==> config.mk <==
export PLATFORM = sky130hd
export DESIGN_NAME = ifetch_queue
export DESIGN_NICKNAME = d
export VERILOG_FILES = /design/src/rtl/ifetch_queue.sv
export SDC_FILE = /design/constraint.sdc
export NUM_CORES = 1
export LEC_CHECK = 0
export CORE_ASPECT_RATIO = 0.7
export CORE_MARGIN = 3
export CORE_UTILIZATION = 50
export DETAILED_ROUTE_END_ITERATION = 8
export GPL_TIMING_DRIVEN = 0
export PLACE_DENSITY = 0.72
export SLEW_MARGIN = 20
export SYNTH_ARGS = -nofsm -noshare
export SYNTH_HDL_FRONTEND = slang
export SYNTH_SLANG_ARGS = --single-unit
==> constraint.sdc <==
create_clock -name CLK -period 3.4 [get_ports CLK]
set_input_delay 0.51 -clock CLK [delete_from_list [all_inputs] [get_ports CLK]]
set_output_delay 0.51 -clock CLK [all_outputs]
set_load 0.05 [all_outputs]
==> src/rtl/ifetch_queue.sv <==
// -----------------------------------------------------------------------------
// ifetch_queue -- instruction fetch unit with a small prefetch queue.
//
// A three-state controller (IDLE / FETCH / DISCARD) issues sequential word
// fetches on a request/acknowledge instruction bus and pushes the returned
// instructions, tagged with their PC, into a DEPTH-entry circular queue.
// The queue head is presented to the decode stage. A redirect flushes the
// queue and restarts fetching at the (word-aligned) target. A request that
// is still pending when a redirect arrives is completed in DISCARD and its
// data is dropped.
//
// Optional feature (macro IFQ_BYPASS_EN): when the queue is empty, a word
// returned by a non-redirected transfer is forwarded combinationally to the
// head outputs. If the consumer takes it in that cycle, it is not queued.
//
// Ports:
//   CLK, RST       clock (rising edge), synchronous active-high reset
//   EN_PC          fetch enable; only gates new requests
//   redirect       taken branch/jump from execute
//   redirect_addr  redirect target (bits [1:0] ignored)
//   stall          consumer not accepting the head this cycle
//   mem_req        bus request, held with stable mem_addr until mem_ack
//   mem_addr       bus request address
//   mem_ack        bus accept; mem_rdata is valid in the same cycle
//   mem_rdata      returned instruction word
//   instr_valid    queue head valid
//   instr_out      head instruction (NOP when empty)
//   pc_out         head PC (zero when empty)
// -----------------------------------------------------------------------------
module ifetch_queue #(
   parameter int              XLEN     = 32,
   parameter int              DEPTH    = 4,
   parameter logic [XLEN-1:0] RESET_PC = '0
) (
   input  logic            CLK,
   input  logic            RST,
   input  logic            EN_PC,
   input  logic            redirect,
   input  logic [XLEN-1:0] redirect_addr,
   input  logic            stall,
   output logic            mem_req,
   output logic [XLEN-1:0] mem_addr,
   input  logic            mem_ack,
   input  logic [31:0]     mem_rdata,
   output logic            instr_valid,
   output logic [31:0]     instr_out,
   output logic [XLEN-1:0] pc_out
);

   localparam int          PW  = $clog2(DEPTH);
   localparam int          CW  = PW + 1;
   localparam logic [31:0] NOP = 32'h0000_0013;

   typedef enum logic [1:0] {
      IDLE    = 2'd0,
      FETCH   = 2'd1,
      DISCARD = 2'd2
   } state_t;

   state_t          state_reg, state_next;
   logic [XLEN-1:0] fetch_pc_reg;
   logic [XLEN-1:0] req_addr_reg;   // address of the request last issued in FETCH
   logic [CW-1:0]   count_reg;
   logic [PW-1:0]   rd_ptr_reg;
   logic [PW-1:0]   wr_ptr_reg;

   logic [31:0]     instr_mem [DEPTH];
   logic [XLEN-1:0] pc_mem    [DEPTH];

   logic            transfer;
   logic            fetch_xfer;
   logic            bypass_hit;
   logic            queue_valid;
   logic            pop;
   logic            push;
   logic [CW-1:0]   count_after;

   assign transfer    = mem_req && mem_ack;
   // A transfer whose data is kept (not stale, not killed by a redirect).
   assign fetch_xfer  = (state_reg == FETCH) && transfer && !redirect;
   assign queue_valid = (count_reg != '0);

`ifdef IFQ_BYPASS_EN
   assign bypass_hit  = fetch_xfer && !queue_valid;
`else
   assign bypass_hit  = 1'b0;
`endif

   // Queue pop only; a bypassed word consumed directly never enters the queue.
   assign pop         = queue_valid && !stall && !redirect;
   assign push        = fetch_xfer && !(bypass_hit && !stall);
   assign count_after = count_reg + CW'(push) - CW'(pop);

   // ---------------------------------------------------------------- state reg
   always_ff @(posedge CLK) begin
      if (RST) begin
         state_reg <= IDLE;
      end else begin
         state_reg <= state_next;
      end
   end

   // ---------------------------------------------------------------- next state
   always_comb begin
      state_next = state_reg;
      case (state_reg)
         IDLE: begin
            if (!redirect && EN_PC && (count_reg < CW'(DEPTH)))
               state_next = FETCH;
         end
         FETCH: begin
            if (redirect) begin
               // A transfer completing with the redirect is simply dropped;
               // otherwise the outstanding request must still be drained.
               if (transfer)
                  state_next = EN_PC ? FETCH : IDLE;
               else
                  state_next = DISCARD;
            end else if (transfer) begin
               state_next = (EN_PC && (count_after < CW'(DEPTH))) ? FETCH : IDLE;
            end
         end
         DISCARD: begin
            if (transfer)
               state_next = FETCH;
         end
         default: state_next = IDLE;
      endcase
   end

   // ---------------------------------------------------------------- outputs
   always_comb begin
      mem_req  = (state_reg != IDLE);
      // In DISCARD the stale address must stay on the bus until accepted.
      mem_addr = (state_reg == FETCH) ? fetch_pc_reg : req_addr_reg;
   end

   always_comb begin
      instr_valid = queue_valid;
      instr_out   = NOP;
      pc_out      = '0;
      if (queue_valid) begin
         instr_out = instr_mem[rd_ptr_reg];
         pc_out    = pc_mem[rd_ptr_reg];
      end else if (bypass_hit) begin
         instr_valid = 1'b1;
         instr_out   = mem_rdata;
         pc_out      = fetch_pc_reg;
      end
   end

   // ---------------------------------------------------------------- datapath
   always_ff @(posedge CLK) begin
      if (RST) begin
         fetch_pc_reg <= RESET_PC;
         req_addr_reg <= RESET_PC;
         count_reg    <= '0;
         rd_ptr_reg   <= '0;
         wr_ptr_reg   <= '0;
      end else begin
         if (state_reg == FETCH)
            req_addr_reg <= fetch_pc_reg;

         if (redirect) begin
            fetch_pc_reg <= redirect_addr & ~XLEN'(3);
            count_reg    <= '0;
            rd_ptr_reg   <= '0;
            wr_ptr_reg   <= '0;
         end else begin
            if (fetch_xfer)
               fetch_pc_reg <= fetch_pc_reg + XLEN'(4);
            // Pointers are PW bits wide, so they wrap modulo DEPTH for free.
            if (push)
               wr_ptr_reg <= wr_ptr_reg + PW'(1);
            if (pop)
               rd_ptr_reg <= rd_ptr_reg + PW'(1);
            count_reg <= count_after;
         end
      end
   end

   // Queue storage needs no reset: entries are only read while counted valid.
   always_ff @(posedge CLK) begin
      if (push && !RST) begin
         instr_mem[wr_ptr_reg] <= mem_rdata;
         pc_mem[wr_ptr_reg]    <= fetch_pc_reg;
      end
   end

endmodule

==> flow_summary.json, run 1 <==
{
  "outcome": "complete, no violations",
  "drtIter0Drc": 665,
  "clock.fmax_ghz": 0.3014,
  "setup_viol": 0,
  "synth_area_leaders": "edfxtp_1 58%, dfxtp_1 11%, mux4_2 11%, nor2b_1 2.9%, mux2_2 2.3%",
  "path_cells": "clkdlybuf4s50_1 -> inv_1 -> clkbuf_1 -> clkbuf_2 -> nand2_1 -> ha_1 -> inv_1 -> ha_1 -> fa_1 -> xnor2_1 -> xnor2_1 -> o211ai_1 -> a21oi_1",
  "clockBufferDepth": 3,
  "worst_pin_slew_ps": 754.7,
  "drc": 0,
  "grt_first_pass_wirelength_um": 44950,
  "ys_ff_latch": 321,
  "ys.flop_type": "edfxtp_1",
  "wl_per_cell_um": 21.94,
  "ys_seq_area_share_pct": 68.81,
  "grt_pass1_vias": 7647,
  "worst_ep_arrival_time_ps": 3720,
  "via_per_inst": 5.732,
  "nNetsFinal": 1071,
  "crit_buf_inv": 5,
  "synthMuxAreaShare_pct": 13.21,
  "ios": 168,
  "p_leak_nw": 5.579,
  "synthArstFlopShare_pct": 0,
  "cts_root_buf": "clkbuf_16",
  "synthCells": 796,
  "dieHeight_um": 140.6,
  "hold_class": "in2reg",
  "yosys.area_share.simple_pct": 10.86,
  "synth_cell_type_count": 53,
  "grt.total_usage_pct": 20.88,
  "overflow": 0,
  "yosysMostFrequentCell": "edfxtp_1",
  "endpoint_kind": "flip-flop",
  "relSlewSlack_pct": 49.30,
  "netlist_area_um2": 12950,
  "die_w_um": 198.3,
  "synth_warnings": 0,
  "powerDensity_nw_per_um2": 516.2,
  "finalHoldViolCount": 0,
  "synth_common_cells": "248 x edfxtp_1, 73 x dfxtp_1, 62 x mux4_2, 60 x nor2b_1, 36 x and2_1",
  "crit_family": "buffers and inverters",
  "slowest_stage": "clkdlybuf4s50_1",
  "synth_compound_area_share_pct": 3.450,
  "synth_fa_ha_area_share_pct": 0.8312,
  "period_needed_ps": 3318,
  "whs_ps": 467.7,
  "worstSkewPairLatency_ps": 550,
  "ir_worst_vdd_uv": 376.0,
  "instances_no_fill": 1342,
  "max-cap-violations": 0,
  "synth_edf_count": 248,
  "clock-sinks": 321,
  "dp.cells": 1288,
  "fin_crit_sh_pct": 97.58,
  "required_ps": 3800,
  "rsz0062_at_grt": "true",
  "core_area_um2": 25040,
  "fin_worst_skew_ps": 13.48,
  "layout_setup_ws_ps": 82.30,
  "wl_um": 29440,
  "synth_area_per_cell_um2": 16.26,
  "synthXorXnorAreaFrac_pct": 0.8118,
  "initial_core_util_pct": 51.69,
  "worstPathMaxFanout": 10,
  "cpPeakStageDelay_ps": 540,
  "drv_slew": 0,
  "gp_congestion": 0.8834,
  "area_delta_synth_final_pct": 25.21,
  "die_area_um2": 27890,
  "grt_start_max_net_pins": 43,
  "diodes": 0,
  "power_mw": 8.367,
  "largest_reg_flops": 128,
  "worstSetupPathType": "in2reg",
  "htreeDepth": 1,
  "antenna_found_initial": 0,
  "synth_top_area_cell": "edfxtp_1",
  "drive_gt1_share_pct": 17.99,
  "ant_nets": 0,
  "cts_buffers": 31,
  "post-route-util_pct": 64.72,
  "io_buffers": 162,
  "clk_pin_slew_ps": 70,
  "holdBufCountCts": 0,
  "rows": 48,
  "dpl.hpwl_um": 19350,
  "pre_cts_slack_ps": -577.7,
  "first_pass_iters": 5,
  "synth_top_family_by_area": "multiplexers",
  "cts_tree": "yes",
  "synth_top_area_share_pct": 57.52,
  "start_kind": "input pin",
  "vias": 7693
}
==> worst register-to-register path, cell delays in order (launching register included) <==
cell,delay (ps)
dfxtp_1,320
nor3_1,400
buf_1,500
nor3_1,100
ha_1,300
inv_1,50
ha_1,190
fa_1,390
xnor2_1,230
xnor2_1,120
o211ai_1,210
a21oi_1,90
==> cell type report <==
class	instances	area (um^2)
sequential	321	8910
fill	1821	8835
multi-input combinational	412	3794
timing repair buffer	166	1748
clock buffer	37	829.5
tap	325	406.6
clock inverter	20	239.0
buffer	46	226.5
inverter	15	56.30
==> metrics by stage <==
stage                     TNS (ps)  cell area (um^2)
after CTS                        0             16170
final                            0             16210
after global routing        -231.5             16210
after global placement     -418240             14980
after floorplan                  0             12950
after detailed placement     -2834             15080
==> cell families (layout without fill, tap and decap cells) <==
group	count (synthesis)	in the layout
AND/OR/NAND/NOR	240	240
AO/OA/AOI/OAI	60	60
flip-flops	321	321
XOR/XNOR	12	12
other	1	2
buffers and inverters	64	284
multiplexers	90	90
adder cells (fa/ha/maj)	8	8
==> placed cells by master, fill, tap and decap left out, drive strengths merged, types with 14 or more instances in the layout <==
cell / n
clkbuf: 68
nor2: 34
inv: 16
clkdlybuf4s50: 139
and2: 36
a311oi: 14
nand2: 21
mux2: 27
mux4: 62
nor2b: 60
dlymetal6s2s: 16
edfxtp: 248
dfxtp: 73
buf: 19
==> where the power goes <==
group | internal [mW] | switching (mW) | total, mW
combinational | 0.187 | 0.254 | 0.441
sequential | 4.27 | 0.0841 | 4.35
clock | 2.12 | 1.45 | 3.57
total | 6.58 | 1.79 | 8.37
==> per-layer routing <==
layer	global-route usage (%)	vias up	part of all wire, %
li1	-	3492	-
met1	32.96	3827	46
met2	30.71	335	43
met3	3.918	39	8.9
met4	4.168	0	1.7
met5	0	-	0
==> path summary, 6_finish.rpt <==
| path | startpoint | depth (start not counted) | to | slack (ps) |
|---|---|---|---|---|
| min | RST | 2 | fetch_pc_reg[11] | 470 |
| min reg2reg | req_addr_reg[1] | 1 | req_addr_reg[1] | 490 |
| max reg2reg | count_reg[0] | 11 | state_reg[0] | 350 |
| max | redirect | 13 | state_reg[0] | 80 |
==> timing repair <==
| action | in CTS | in global routing |
|---|---|---|
| resized for setup | 30 | 23 |
| setup buffers | 0 | 0 |
| endpoints found under the setup margin | 69 | 40 |
(Power assumes the default switching activity.)
==> run 2: changes to the inputs <==
Settings changed: SLEW_MARGIN 20 to 25.
==> results of run 2 <==
The final DEF is identical to that of run 1; final timing and power are the same.
